### config.mk
export PLATFORM = sky130hd
export DESIGN_NAME = regfile_wb_arbiter
export DESIGN_NICKNAME = d
export VERILOG_FILES = /design/src/rtl/mips_rf_pkg.sv /design/src/rtl/rr_arbiter2.sv /design/src/rtl/regfile_wb_arbiter.sv
export SDC_FILE = /design/constraint.sdc
export NUM_CORES = 1
export LEC_CHECK = 0
export ABC_CLOCK_PERIOD_IN_PS = 6100
export BUFFER_PORTS_ARGS = -buffer_cell sky130_fd_sc_hd__buf_2
export CORE_MARGIN = 2
export CORE_UTILIZATION = 50
export CTS_BUF_LIST = sky130_fd_sc_hd__clkbuf_4
export CTS_CLUSTER_DIAMETER = 200
export CTS_CLUSTER_SIZE = 30
export DETAILED_ROUTE_END_ITERATION = 6
export GPL_ROUTABILITY_DRIVEN = 0
export GPL_TIMING_DRIVEN = 0
export PLACE_DENSITY = 0.78
export RECOVER_POWER = 25
export REMOVE_ABC_BUFFERS = 1
export SYNTH_ARGS = -nofsm -noshare
export SYNTH_HDL_FRONTEND = slang
export SYNTH_SLANG_ARGS = --single-unit
### constraint.sdc
create_clock -name clk -period 6.1 [get_ports clk]
set_input_delay 1.525 -clock clk [delete_from_list [all_inputs] [get_ports clk]]
set_output_delay 1.525 -clock clk [all_outputs]
set_load 0.1 [all_outputs]
### src/rtl/mips_rf_pkg.sv
// rtl/mips_rf_pkg.sv - shared widths and writeback request type for the register-file writeback arbiter
package mips_rf_pkg;

    localparam int DATA_W   = 32;
    localparam int ADDR_W   = 5;
    localparam int NUM_REGS = 2 ** ADDR_W;

    localparam logic [ADDR_W-1:0] REG_ZERO = 5'd0;

    typedef struct packed {
        logic              valid;
        logic [ADDR_W-1:0] rd;
        logic [DATA_W-1:0] data;
    } wb_req_t;

    // r0 is hardwired: writes to it are discarded and it is never pending
    function automatic logic isRegZero(input logic [ADDR_W-1:0] idx);
        return idx == REG_ZERO;
    endfunction

endpackage

### src/rtl/rr_arbiter2.sv
// rtl/rr_arbiter2.sv - two-way round-robin arbiter with an external last-grant pointer
module rr_arbiter2 (
    input  logic [1:0] req,
    input  logic       lg,
    output logic [1:0] gnt
);

    always_comb begin
        gnt = 2'b00;
        unique case (req)
            2'b01:   gnt = 2'b01;
            2'b10:   gnt = 2'b10;
            // on contention the requester that did not win last time goes first
            2'b11:   gnt = lg ? 2'b01 : 2'b10;
            default: gnt = 2'b00;
        endcase
    end

endmodule

### src/rtl/regfile_wb_arbiter.sv
// rtl/regfile_wb_arbiter.sv - register-file write-port arbiter with busy scoreboard; optional forwarding under REGFILE_WB_FWD_EN
module regfile_wb_arbiter
    import mips_rf_pkg::*;
(
    input  logic              clk,
    input  logic              reset,
    input  logic              req0_valid,
    input  logic [ADDR_W-1:0] req0_rd,
    input  logic [DATA_W-1:0] req0_data,
    output logic              req0_ready,
    input  logic              req1_valid,
    input  logic [ADDR_W-1:0] req1_rd,
    input  logic [DATA_W-1:0] req1_data,
    output logic              req1_ready,
    input  logic              sb_set,
    input  logic [ADDR_W-1:0] sb_set_rd,
    input  logic [ADDR_W-1:0] rs,
    input  logic [ADDR_W-1:0] rt,
    output logic              rs_busy,
    output logic              rt_busy,
    output logic              rf_we,
    output logic [ADDR_W-1:0] rf_rd,
    output logic [DATA_W-1:0] rf_wdata
`ifdef REGFILE_WB_FWD_EN
    ,
    output logic              fwd_rs_hit,
    output logic              fwd_rt_hit,
    output logic [DATA_W-1:0] fwd_rs_data,
    output logic [DATA_W-1:0] fwd_rt_data
`endif
);

    wb_req_t           req0;
    wb_req_t           req1;
    logic              lastGrant;
    logic [1:0]        arbGnt;
    logic [1:0]        gnt;
    logic              wbFire;
    logic [ADDR_W-1:0] wbRd;
    logic [DATA_W-1:0] wbData;
    logic [NUM_REGS-1:0] busy;
    logic [NUM_REGS-1:0] busyNext;
    logic              rsPending;
    logic              rtPending;

    assign req0 = '{valid: req0_valid, rd: req0_rd, data: req0_data};
    assign req1 = '{valid: req1_valid, rd: req1_rd, data: req1_data};

    rr_arbiter2 u_arb (
        .req (({req1.valid, req0.valid})),
        .lg  (lastGrant),
        .gnt (arbGnt)
    );

    assign gnt        = reset ? 2'b00 : arbGnt;
    assign req0_ready = gnt[0];
    assign req1_ready = gnt[1];

    assign wbFire = |gnt;
    assign wbRd   = gnt[1] ? req1.rd   : req0.rd;
    assign wbData = gnt[1] ? req1.data : req0.data;

    always_ff @(posedge clk) begin
        if (reset) begin
            rf_we     <= 1'b0;
            rf_rd     <= REG_ZERO;
            rf_wdata  <= '0;
            lastGrant <= 1'b1;
        end else begin
            rf_we <= wbFire && !isRegZero(wbRd);
            if (wbFire) begin
                rf_rd    <= wbRd;
                rf_wdata <= wbData;
            end
            // pointer only advances when both sides actually competed
            if (req0.valid && req1.valid) begin
                lastGrant <= gnt[1];
            end
        end
    end

    // clear on the transferring grant first so a same-cycle set on that index wins
    always_comb begin
        busyNext = busy;
        if (wbFire) begin
            busyNext[wbRd] = 1'b0;
        end
        if (sb_set && !isRegZero(sb_set_rd)) begin
            busyNext[sb_set_rd] = 1'b1;
        end
        busyNext[REG_ZERO] = 1'b0;
    end

    always_ff @(posedge clk) begin
        if (reset) begin
            busy <= '0;
        end else begin
            busy <= busyNext;
        end
    end

    assign rsPending = busy[rs] && !isRegZero(rs);
    assign rtPending = busy[rt] && !isRegZero(rt);

`ifdef REGFILE_WB_FWD_EN
    assign fwd_rs_hit  = rf_we && (rf_rd == rs) && !isRegZero(rs);
    assign fwd_rt_hit  = rf_we && (rf_rd == rt) && !isRegZero(rt);
    assign fwd_rs_data = rf_wdata;
    assign fwd_rt_data = rf_wdata;
    assign rs_busy     = rsPending && !fwd_rs_hit;
    assign rt_busy     = rtPending && !fwd_rt_hit;
`else
    assign rs_busy = rsPending;
    assign rt_busy = rtPending;
`endif

endmodule

==> results summary <==
The final critical path time including I/O delays and setup came out at 5.32 ns. The number of enable-type register cells in the synthesized netlist is 0. The register clock-pin slew on the reported worst setup and hold paths came out at 0.11 ns. The number of rows in the core area came out at 33. The number of antenna violations at the first check in global routing came out at 0. The top-level port count is ~140. The number of H-tree branching levels is 3. The layout-stage area growth over the synthesis result came out at 17.1%. The critical path runs through a total of 4 cells. The final antenna diode count came out at 0. The power density of the placed cells came out at 229 nW/um2. The via-per-instance ratio is 6.25. The worst setup path is launched from a primary input. Of the cells placed in the final design, the portion with a size suffix greater than 1 is between 20% and 30%. The end-of-flow core utilization is 60.1%.

The count of different cell masters after synthesis is 53. The arrival time of data at the critical path endpoint came out at 3.79 ns. The total of max-cap violations is 0.

The quantity of I/O buffers inserted on ports came out at 135. The final count of hold timing violations is 0. The buffer levels on the longest clock path came out at 2. The slew at the pin with the worst max-slew slack is 1.21 ns. The smallest hold slack came out at 0.502 ns.

The worst vdd rail ir drop is 168 uV. The post-synthesis cell type with the largest combined area is dfxtp_1. The min-delay analysis places its worst path in the category flip-flop to flip-flop.

The critical path starts at reset. The area share of the largest cell type after synthesis came out at between 30% and 40%. The initial detailed-routing violation count is 342. The total global routing track utilization came out at a little over a quarter. The most instantiated library cell after synthesis is dfxtp_1.

The required time of the critical path came out at ~4.6 ns. The number of sinks on the clock net is 70. The mean post-synth cell area came out at between 8 and 9 um2. The path type of the worst setup path is primary input to primary output.

The final period utilization came out at 87.2%. The run finished with clean final reports. The clock network latency to the later pin of the worst-skew pair came out at approximately 0.43 ns. By count the netlist is led by dfxtp_1, nand2_1, nor2_1. The maximum frequency from static timing analysis came out at 188 MHz. On the critical path the largest part of the delay comes from simple AND/OR/NAND/NOR gates. Of all nets on the critical path, the largest fanout is 78.

The worst-path cell with the longest stage delay is nor2_4. The floorplan die area came out at 9190 um2. TritonCTS built the clock tree. The kind of capture point of the worst setup path is a primary output. The die is 95.9 um tall. The die width came out at approximately 96 um. The depth of the worst register-to-register path is 4. For this design the static power due to leakage is 1.73 nW. In the synthesized netlist the dominant register cell turns out to be dfxtp_1. Setup repair after global routing left no endpoint under its margin. The half-perimeter wire length after detailed placement is 8.66 mm.

By area the synthesized netlist is led by dfxtp_1, a311oi_1, a221oi_1, o32ai_1, o21ai_0. The most critical setup path has its endpoint at req1_ready. The clock buffer count from CTS is 9. The overall overflow remaining after global route came out at 0. The number of setup violations in the final report came out at 0.

Setup slack on the worst reg-to-reg path comes out at between 3 and 4 ns. The initial core utilization came out at 51.4%. Fill cells in the final layout number 761. For this run, design rule violations remaining after detail routing come to 0. Entering global routing, the biggest net connects 79 pins. In this run, synthesis produced a sequential element count of 70. The share of the Yosys chip area taken by registers is 33.2%. The number of buffers inserted for hold repair after clock tree synthesis came out at 0. The total wire length came out at 12.2 mm. The gate count of the mapped netlist is 514. The via count of the first global-routing pass came out at 4067.

The setup clock skew after layout is 0.0140 ns. The global-route wire length before repair is 19.7 mm. The critical path buffer and inverter count came out at 2. The count of nets after finishing is around 710.

The buffers inserted during post-CTS setup optimization came out at 0. The signal on the critical path passes through buf_4 > nand2b_4 > nor2_4 > buf_2. The worst-case headroom to the max-slew limit is between 15 and 20%. The routed layout has approximately 4500 vias. The synthesized cell area is 4220 um2.

For this run, the slowest stage of the critical path takes 0.79 ns. The final count of pins violating max slew was 0. The reg-to-reg startpoint is lastGrant$_SDFFE_PP1N_. Gates resized during post-CTS repair numbered 0. The tree is rooted in a clkbuf_4. The total area inside the core boundary comes to 8220 um2.

The count of nets left with antenna violations after detail routing came out at 0. The wire length per cell after detailed routing came out at ~17 um. The reg-to-reg critical path endpoint is busy[21]$_SDFF_PP0_. After synthesis, the share of flip-flops with an asynchronous set or reset is 0%. During synthesis, Yosys emitted a total of 0 warnings. The total iterations of the first detailed-routing run came out at 5.
-- where the power goes --
group	internal, W	switching [W]
combinational	0.0000781	0.000277
sequential	0.000480	0.0000122
clock	0.000125	0.000159
total	0.000683	0.000448
-- logic make-up after synthesis --
group / Yosys count / synth area share, %
buffers and inverters: 83 / 8.09
DFF: 70 / 33.2
AOI/OAI and AO/OA: 179 / 32.9
and+or+nand+nor: 160 / 19.2
muxes: 22 / 6.64
-- cell type report --
class	instances	area, um2	share of cell area (%)
multi-input combinational	361	2490	50.3
sequential	70	1400	28.4
timing repair buffer	136	672	13.6
tap	105	131	2.66
inverter	33	124	2.51
clock buffer	10	75.1	1.52
clock inverter	6	52.6	1.06
-- state kept, by name (all words and copies together), names as in the netlist --
register / cells
rf_rd: 5
rf_we: 1
busy: 31
lastGrant: 1
rf_wdata: 32
-- cells in the final DEF, fill, tap and decap left out, types with 3 or more instances in the layout --
cell type and instances:
or2_2 3, clkbuf_4 10, dfxtp_1 70, a221oi_1 29
nand4b_1 4, mux4_2 4, nand3_1 7, nand2b_1 3
inv_1 33, nor3b_1 3, and3_1 3, nor4_1 4
buf_2 107, mux2_2 8, mux2i_1 10, nor2b_1 19
nand4_1 8, nor2_1 45, a311oi_1 38, o21ai_0 39
nand2_1 46, a21oi_1 3, o211ai_1 9, o32ai_1 29
a2111oi_0 6, clkbuf_1 27, clkinv_2 3
-- tightest hold or removal path: stages, from the launching register on --
cell	delay, ns
dfxtp_1	0.33
nor2_1	0.09
a311oi_1	0.05
-- stage by stage --
stage	TNS (ns)	std cells	worst slack (ns)	total power, W	instance area, um2
final	0	721	0.784	0.00113	4940
after global routing	0	721	0.658	0.00118	4940
after CTS	0	721	0.540	0.00114	4970
after detailed placement	0	705	0.546	0.000859	4850
after global placement	-0.537	704	-0.396	0.000853	4810
after floorplan	0	464	0.737	0.000759	4000
-- metal layers --
metal	track usage [%]	routed length, um
met1	34.9	5160
met2	44.8	5860
met3	6.42	982
met4	8.45	202
met5	0	0
-- worst min-delay path by stage --
stage / depth (start not counted) / to / startpoint / slack [ns]
6_report: 2 / rf_wdata[23]$_SDFFE_PP0N_ / rf_wdata[23]$_SDFFE_PP0N_ / 0.50
5_1_grt: 2 / rf_wdata[20]$_SDFFE_PP0N_ / rf_wdata[20]$_SDFFE_PP0N_ / 0.52
4_1_cts: 2 / rf_wdata[5]$_SDFFE_PP0N_ / rf_wdata[5]$_SDFFE_PP0N_ / 0.50
3_5_place_dp: 2 / rf_wdata[5]$_SDFFE_PP0N_ / rf_wdata[5]$_SDFFE_PP0N_ / 0.49
3_3_place_gp: 2 / rf_rd[4]$_SDFFE_PP0N_ / rf_rd[4]$_SDFFE_PP0N_ / 0.48
2_1_floorplan: 2 / busy[4]$_SDFF_PP0_ / busy[4]$_SDFF_PP0_ / 0.46
(Power assumes the default switching activity.)
